==> src/rtl/apb_master_pkg.sv <==
// rtl/apb_master_pkg.sv - shared state encoding and default sizes for the APB requester
package apb_master_pkg;

  typedef enum logic [1:0] {
    IDLE   = 2'd0,
    SETUP  = 2'd1,
    ACCESS = 2'd2
  } apb_state_e;

  localparam int APB_ADDR_W      = 10;
  localparam int APB_DATA_W      = 32;
  localparam int APB_TIMEOUT_DEF = 16;

endpackage

==> src/rtl/apb_master_wdog.sv <==
// rtl/apb_master_wdog.sv - ACCESS-phase cycle counter; expired is high during the LIMIT-th enabled cycle
module apb_master_wdog
  import apb_master_pkg::*;
#(
  parameter int LIMIT = APB_TIMEOUT_DEF
) (
  input  logic clk,
  input  logic rst_n,
  input  logic clear,
  input  logic en,
  output logic expired
);

  localparam int CW = $clog2(LIMIT + 1);

  logic [CW-1:0] count;

  always_ff @(posedge clk or negedge rst_n) begin
    if (!rst_n) begin
      count <= '0;
    end else if (clear) begin
      count <= '0;
    end else if (en && !expired) begin
      count <= count + 1'b1;
    end
  end

  assign expired = en && (count == CW'(LIMIT - 1));

endmodule

==> src/rtl/apb_master.sv <==
// rtl/apb_master.sv - valid/ready command to APB SETUP/ACCESS requester, one transfer outstanding
// Define APB_MASTER_TIMEOUT_EN to build the ACCESS watchdog (rsp_err otherwise tied low).
module apb_master
  import apb_master_pkg::*;
#(
  parameter int ADDR_WIDTH     = APB_ADDR_W,
  parameter int DATA_WIDTH     = APB_DATA_W,
  parameter int TIMEOUT_CYCLES = APB_TIMEOUT_DEF
) (
  input  logic                  pclk,
  input  logic                  PRESETn,
  input  logic                  cmd_valid,
  output logic                  cmd_ready,
  input  logic [ADDR_WIDTH-1:0] cmd_addr,
  input  logic                  cmd_write,
  input  logic [DATA_WIDTH-1:0] cmd_wdata,
  output logic                  rsp_valid,
  output logic [DATA_WIDTH-1:0] rsp_rdata,
  output logic                  rsp_err,
  output logic [ADDR_WIDTH-1:0] paddr,
  output logic                  pwrite,
  output logic                  psel,
  output logic                  penable,
  output logic [DATA_WIDTH-1:0] pwdata,
  input  logic [DATA_WIDTH-1:0] prdata,
  input  logic                  pready
);

  apb_state_e state, state_next;
  logic       accept;
  logic       done;
  logic       expired;

  if (TIMEOUT_CYCLES < 2 || TIMEOUT_CYCLES > 65535) begin : g_bad_timeout
    $error("apb_master: TIMEOUT_CYCLES must be within 2..65535");
  end

  always_ff @(posedge pclk or negedge PRESETn) begin
    if (!PRESETn) state <= IDLE;
    else          state <= state_next;
  end

  always_comb begin
    state_next = state;
    unique case (state)
      IDLE:    if (cmd_valid) state_next = SETUP;
      SETUP:   state_next = ACCESS;
      ACCESS:  if (pready || expired) state_next = IDLE;
      default: state_next = IDLE;
    endcase
  end

  always_comb begin
    cmd_ready = PRESETn && (state == IDLE);
    accept    = cmd_ready && cmd_valid;
    done      = (state == ACCESS) && (pready || expired);
  end

  // APB outputs live in flops; address/data are left as-is between transfers.
  always_ff @(posedge pclk or negedge PRESETn) begin
    if (!PRESETn) begin
      paddr     <= '0;
      pwrite    <= 1'b0;
      pwdata    <= '0;
      psel      <= 1'b0;
      penable   <= 1'b0;
      rsp_valid <= 1'b0;
      rsp_rdata <= '0;
    end else begin
      rsp_valid <= done;
      if (accept) begin
        paddr  <= cmd_addr;
        pwrite <= cmd_write;
        pwdata <= cmd_wdata;
        psel   <= 1'b1;
      end
      if (state == SETUP) penable <= 1'b1;
      if (done) begin
        psel      <= 1'b0;
        penable   <= 1'b0;
        rsp_rdata <= (pwrite || !pready) ? '0 : prdata;
      end
    end
  end

`ifdef APB_MASTER_TIMEOUT_EN
  apb_master_wdog #(
    .LIMIT (TIMEOUT_CYCLES)
  ) u_wdog (
    .clk     (pclk),
    .rst_n   (PRESETn),
    .clear   (accept),
    .en      (state == ACCESS),
    .expired (expired)
  );

  // A late pready on the expiry edge wins over the timeout.
  always_ff @(posedge pclk or negedge PRESETn) begin
    if (!PRESETn) rsp_err <= 1'b0;
    else          rsp_err <= done && !pready;
  end
`else
  assign expired = 1'b0;
  assign rsp_err = 1'b0;
`endif

endmodule

==> config.mk <==
export PLATFORM = sky130hd
export DESIGN_NAME = apb_master
export DESIGN_NICKNAME = d
export VERILOG_FILES = /design/src/rtl/apb_master_pkg.sv /design/src/rtl/apb_master_wdog.sv /design/src/rtl/apb_master.sv
export SDC_FILE = /design/constraint.sdc
export NUM_CORES = 1
export LEC_CHECK = 0
export ABC_CLOCK_PERIOD_IN_PS = 3600
export CORE_MARGIN = 2
export CORE_UTILIZATION = 44
export CTS_CLUSTER_SIZE = 24
export DETAILED_ROUTE_END_ITERATION = 6
export GPL_TIMING_DRIVEN = 0
export PLACE_DENSITY_LB_ADDON = 0.15
export SETUP_SLACK_MARGIN = 0.5
export SYNTH_ARGS = -nofsm -noshare
export SYNTH_HDL_FRONTEND = slang
export SYNTH_HIERARCHICAL = 1
export SYNTH_SLANG_ARGS = --single-unit
==> constraint.sdc <==
create_clock -name pclk -period 3.6 [get_ports pclk]
set_input_delay 0.72 -clock pclk [delete_from_list [all_inputs] [get_ports pclk]]
set_output_delay 0.72 -clock pclk [all_outputs]
set_load 0.1 [all_outputs]
==> metrics.log, run 1 <==
INFO  metric status = finished clean
INFO  metric worst_setup_path_start_kind = input pin
INFO  metric post-route-drc-count = 0
INFO  metric final.setup_skew = 0.00821 ns
INFO  metric final_area = 5280 um^2
INFO  metric area_growth = 57.7%
INFO  metric ys_async_sr_fraction = 100%
INFO  metric syn_area_per_cell = 13.3 um^2
INFO  metric worst_slew_margin_rel = 32.9%
INFO  metric wl = 7.79 mm
INFO  metric gr-total-overflow = 0
INFO  metric root_buffer = sky130_fd_sc_hd__clkbuf_8
INFO  metric hp-class = input pin to async pin
INFO  metric worstPathArrival = 2.22 ns
INFO  metric fp.dieH = 91.2 um
INFO  metric first_global_vias = 2,572
INFO  metric achievable-frequency = 0.340 GHz
INFO  metric final_layout_size_suffix_gt1_share = 16.9%
INFO  metric vias = 2,466
INFO  metric critical_path_class = input pin to output pin
INFO  metric fp.coreArea = 7290 um^2
INFO  metric place.port_buffers = 157
INFO  metric synth_commonest_cells = sky130_fd_sc_hd__dfrtp_1, sky130_fd_sc_hd__mux2_4, sky130_fd_sc_hd__o21ai_0
INFO  metric n_antenna_cell = 0
INFO  metric regArea = 2000 um^2
INFO  metric yosys.area.top_type_share = 59.8%
INFO  metric antenna_found_initial = 0
INFO  metric drt-wirelength-per-cell = 14.9 um
INFO  metric final-max-slew-violation-count = 0
INFO  metric critPathCaptureType = output pin
INFO  metric ys_warn_count = 6
INFO  metric worst_slew_pin_slew = 1.00 ns
INFO  metric die-area = 8320 um^2
INFO  metric core.rowCount = 31
INFO  metric unrepaired_setup_endpoints_after_global_routing = no
INFO  metric grt_pass1_wl = 13.1 mm
INFO  metric critPathRequiredTime = 2.88 ns
INFO  metric synth-main-ff-cell = sky130_fd_sc_hd__dfrtp_1
INFO  metric area_occupied_by_multi_input_gates = 1200 um^2
INFO  metric synth_top_cell_by_area = sky130_fd_sc_hd__dfrtp_1
INFO  metric ff2ff_path_depth = 4
INFO  metric dp.cells = 508
INFO  metric pin_count = 159
INFO  metric place_hpwl = 5.85 mm
INFO  metric cts_inserted_buffers = 9
INFO  metric synth_nets = 330
INFO  metric synthesis.instances = 251
INFO  metric worst_r2r_endpoint = pwdata[7]
INFO  metric final_period_util = 81.7%
INFO  metric setup_viol = 0
INFO  metric yosys_register_bits = 80
INFO  metric nets = 499
INFO  metric fillerInstances = 534
INFO  metric drt-pass1-iter-count = 4
INFO  metric utilization = 72.4%
INFO  metric ctsLongestPathBuffers = 2
INFO  metric yosys.cell_types.count = 19
INFO  metric grt_max_degree = 49
INFO  metric cts_hold_buf = 0
INFO  metric instances_no_fill = 524
INFO  metric seq_total_area_yosys = 59.8%
INFO  metric cap_violations = 0
INFO  metric clkTransAtPathRegs = 0.09 ns
INFO  metric setup_total_negative_slack = 0 ns
INFO  metric postRouteAntennaNets = 0
INFO  metric start_util = 45.9%
INFO  metric synth_enable_flop_cells = 0
INFO  metric horizontal_extent_of_the_die = 91.2 um
INFO  metric cts_max_level = 3
INFO  metric layout_min_cycle_time = 2.94 ns
INFO  metric dr.first_iter.drc_count = 72
INFO  metric clock_latency = 0.34 ns
INFO  metric viasPerCell = 4.71
INFO  metric number_of_sinks_on_the_clock_net = 80
INFO  metric worstReg2RegStart = state[1]
INFO  metric gr-usage-all-layers = 20.0%
INFO  metric report.final.hold_viol_count = 0
INFO  metric synthTopCellsByArea = sky130_fd_sc_hd__dfrtp_1, sky130_fd_sc_hd__mux2_4, sky130_fd_sc_hd__nand2b_1, sky130_fd_sc_hd__o21ai_0, sky130_fd_sc_hd__nand2_1
INFO  metric gpl.final_weighted_congestion = 0.722
INFO  metric worst-path-max-fanout = 35
INFO  metric tritoncts = done
INFO  metric detailed_place.area = 5070 um^2
INFO  metric mappedNetlistArea = 3350 um^2
INFO  metric timing.reg2reg.setup_slack = 2.08 ns
INFO  metric synth.most_common_cell = sky130_fd_sc_hd__dfrtp_1
cells in the final DEF (no fill, tap or decap), drive strengths merged, types with 2 or more instances in the layout:
master / instances
o21ai: 34
nand3b: 2
clkdlybuf4s50: 155
nor3b: 2
clkbuf: 15
dfrtp: 80
a21oi: 2
inv: 3
nand2: 33
mux2: 43
nand2b: 33
buf: 13
clkinv: 4
stage by stage:
| step | hold slack [ns] | setup WS, ns |
|---|---|---|
| 6_report | 0.314 | 0.658 |
| 3_3_place_gp | 0.462 | -2.69 |
| 2_1_floorplan | 0.424 | 0.967 |
| 4_1_cts | 0.318 | 0.619 |
| 3_5_place_dp | 0.471 | 0.331 |
| 5_1_grt | 0.329 | 0.547 |
flip-flops by register name, summed over array words and instances, names as in the netlist:
name,count
pwrite,1
state,2
rsp_rdata,32
penable,1
rsp_valid,1
paddr,10
psel,1
pwdata,32
layout make-up:
cell class / count / share of cell area (%)
flip-flops and latches: 80 / 37.9
repair buffers: 158 / 30.2
multi-input cells: 152 / 22.7
plain buffers: 16 / 2.68
clock buffers: 10 / 2.61
well taps: 99 / 2.35
clock inverters: 6 / 1.30
inverters: 3 / 0.213
critical path, stage by stage:
cell	delay (ns)
sky130_fd_sc_hd__buf_4	0.37
sky130_fd_sc_hd__nor3b_2	0.23
sky130_fd_sc_hd__dlygate4sd2_1	0.88
how the worst max path moves through the flow:
stage / from / to / slack (ns)
after floorplan: PRESETn / cmd_ready / 0.97
after global placement: PRESETn / cmd_ready / -2.69
after detailed placement: PRESETn / cmd_ready / 0.33
after CTS: PRESETn / cmd_ready / 0.62
after global routing: PRESETn / cmd_ready / 0.55
final: PRESETn / cmd_ready / 0.66
cell families (layout without fill, tap and decap cells):
kind of cell	Yosys count	in the layout	share of synthesized area [%]
mux	43	43	18.8
flops	80	80	59.8
other cells	1	1	0.112
simple gates	72	72	11.3
buf+inv	19	193	4.56
compound gates	36	36	5.39
per-layer routing:
metal / global-route usage (%) / vias to the layer above / part of all wire, %
li1: - / 1176 / -
met1: 25.9 / 1187 / 44
met2: 32.2 / 94 / 48
met3: 5.89 / 9 / 7.0
met4: 6.57 / 0 / 1.4
met5: 0 / - / 0
what timing repair did:
action,CTS,global route
setup endpoints to repair,1,0
gates resized for setup,1,0
setup buffers,0,0
Power of run 1 is left out: the tool's default activity adds up to more than one toggle a clock period on the data nets, which glitch-free logic cannot reach.
==> inputs of run 2 (changes only) <==
- ABC_CLOCK_PERIOD_IN_PS: 3600 -> 3000
- CORE_UTILIZATION: 44 -> 41
- clock period: 3.6 -> 3 ns (I/O delays scaled with it)
==> run 2 against run 1 <==
Net effect:
- non-clock buffer count is the same
- wire length increased by 0.23%
- final cell count up 0.57%
- worst hold slack lost 0.17 ns
- first-iteration DRC count fell by 5.6%
- cell area increased by 0.45%
- critical path depth fell by 2
- global-route usage fell by 2.1 points
- die area rose by 7.0%
- core utilization down 4.5 points
- critical endpoint is now pwdata[9]
==> metrics.log, run 2 (synthesized netlist as in run 1, its figures left out) <==
INFO  metric status = finished clean
INFO  metric setup_viol = 0 (unchanged)
INFO  metric place_hpwl = 5.73 mm (-2.0%)
INFO  metric final-max-slew-violation-count = 0 (unchanged)
INFO  metric cell_family_contributing_the_most_delay_on_the_critical_path = buffers and inverters
INFO  metric report.final.hold_viol_count = 0 (unchanged)
INFO  metric critPathRequiredTime = 2.40 ns (-0.48 ns)
INFO  metric cts_hold_buf = 0 (unchanged)
INFO  metric cts_inserted_buffers = 9 (unchanged)
INFO  metric worst_slew_pin_slew = 1.00 ns (-0.00430 ns)
INFO  metric pin_count = 159 (unchanged)
INFO  metric area_occupied_by_multi_input_gates = 1200 um^2 (unchanged)
INFO  metric drt-wirelength-per-cell = 14.8 um (-0.34%)
INFO  metric antenna_found_initial = 0 (unchanged)
INFO  metric core.rowCount = 32 (+3.2%)
INFO  metric fp.coreArea = 7810 um^2 (+7.1%)
INFO  metric clock_latency = 0.33 ns (about the same)
INFO  metric wl = 7.80 mm (+0.23%)
INFO  metric unrepaired_setup_endpoints_after_global_routing = no
INFO  metric post-route-drc-count = 0 (unchanged)
INFO  metric nets = 499 (unchanged)
INFO  metric vias = 2,407 (-2.4%)
INFO  metric tritoncts = done
INFO  metric drt-pass1-iter-count = 4 (unchanged)
INFO  metric timing.reg2reg.setup_slack = 1.49 ns (-0.59 ns)
INFO  metric die-area = 8900 um^2 (+7.0%)
INFO  metric layout_common_cells = sky130_fd_sc_hd__clkdlybuf4s50_1, sky130_fd_sc_hd__dfrtp_1, sky130_fd_sc_hd__mux2_4
INFO  metric worstPathArrival = 1.85 ns (-0.37 ns)
INFO  metric dr.first_iter.drc_count = 68 (-5.6%)
INFO  metric n_antenna_cell = 0 (unchanged)
INFO  metric ctsLongestPathBuffers = 2 (unchanged)
INFO  metric regArea = 2000 um^2 (unchanged)
INFO  metric clkTransAtPathRegs = 0.08 ns (about the same)
INFO  metric critPathCaptureType = output pin
INFO  metric gr-usage-all-layers = 17.8% (-2.1 points)
INFO  metric area_growth = 58.4%
INFO  metric hp-class = input pin to async pin
INFO  metric worst_slew_margin_rel = 33.1% (+0.29 points)
INFO  metric whs = 0.145 ns (-0.169 ns)
INFO  metric worst_setup_path_start_kind = register
INFO  metric final_layout_size_suffix_gt1_share = 16.9% (unchanged)
INFO  metric fillerInstances = 597 (+12%)
INFO  metric critPathMaxStageDelay = 1.15 ns (+0.27 ns)
INFO  metric postRouteAntennaNets = 0 (unchanged)
INFO  metric gpl.final_weighted_congestion = 0.744 (+3.0%)
INFO  metric start_util = 42.9% (-3.0 points)
INFO  metric viasPerCell = 4.57 (-2.9%)
INFO  metric critical_path_class = register to output pin
INFO  metric number_of_sinks_on_the_clock_net = 80 (unchanged)
INFO  metric first_global_vias = 2,539 (-1.3%)
INFO  metric grt_max_degree = 48 (-2.0%)
INFO  metric layout_top_registers = pwdata: 32 flops, rsp_rdata: 32 flops, paddr: 10 flops
INFO  metric horizontal_extent_of_the_die = 94.3 um (+3.4%)
INFO  metric place.port_buffers = 157 (unchanged)
INFO  metric crit_buf_inv = 1 (-1)
INFO  metric worst-path-max-fanout = 2 (-94%)
INFO  metric cap_violations = 0 (unchanged)
INFO  metric final_common_cell = sky130_fd_sc_hd__clkdlybuf4s50_1
INFO  metric root_buffer = sky130_fd_sc_hd__clkbuf_8
INFO  metric grt_pass1_wl = 12.4 mm (-5.4%)
INFO  metric fp.dieH = 94.3 um (+3.4%)
INFO  metric final.setup_skew = 0.0131 ns (+0.00485 ns)
INFO  metric gr-total-overflow = 0 (unchanged)
INFO  metric layout_min_cycle_time = 2.45 ns
INFO  metric crit_path_max_delay_cell_type = sky130_fd_sc_hd__clkdlybuf4s50_1
INFO  metric cts_max_level = 3 (unchanged)
INFO  metric final_period_util = 81.8%
INFO  metric critical_path_cell_by_cell = clkdlybuf4s50_1
INFO  metric achievable-frequency = 0.407 GHz
[run 2: changes by cell type in the layout (fill, tap and decap cells not counted), sizes merged]
cell           delta
dlymetal6s2s     +11
clkdlybuf4s50    -12
clkbuf            +2
clkinv            -1
[run 2: layer usage]
layer / GRT usage (%) / part of all wire [%]
met5: 0 / 0
met3: 6.23 / 9.8
met2: 27.9 / 46
met4: 6.28 / 0.83
met1: 23.1 / 43
[run 2: cell type report]
class	count	area share, %
Timing Repair Buffer	158	30.6
Tap cell	102	2.41
Inverter	3	0.212
Buffer	16	2.67
Multi-Input combinational cell	152	22.6
Sequential cell	80	37.8
Clock buffer	11	2.67
Clock inverter	5	1.06
[run 2: what timing repair did]
action / in CTS / in global routing
setup buffers: 0 / 0
gates resized for setup: 6 / 13
endpoints found under the setup margin: 2 / 12
[run 2: final timing paths]
check | startpoint | end | cells after the start
worst max-delay path | pwdata[9] | pwdata[9] | 1
min in group pclk | rsp_rdata[0] | rsp_rdata[0] | 2
worst max register to register | state[1] | pwdata[8] | 4
worst min register to register | rsp_rdata[0] | rsp_rdata[0] | 2
max in group asynchronous | PRESETn | rsp_rdata[18] | 2
worst min-delay path | PRESETn | pwdata[23] | 1
[run 2: per-stage QoR]
| stage | area (um^2) | util, % | worst slack, ns | setup TNS [ns] | cells |
|---|---|---|---|---|---|
| 4_1_cts | 5270 | 67.5 | 0.385 | 0 | 527 |
| 2_1_floorplan | 3350 | - | 0.607 | 0 | 251 |
| 3_3_place_gp | 5050 | 64.7 | -3.05 | -218.91 | 510 |
| 6_report | 5300 | 67.9 | 0.545 | 0 | 527 |
| 5_1_grt | 5300 | 67.9 | 0.501 | 0 | 527 |
| 3_5_place_dp | 5070 | 65.0 | -0.335 | -0.335 | 511 |
Power of run 2 is left out for the same reason.
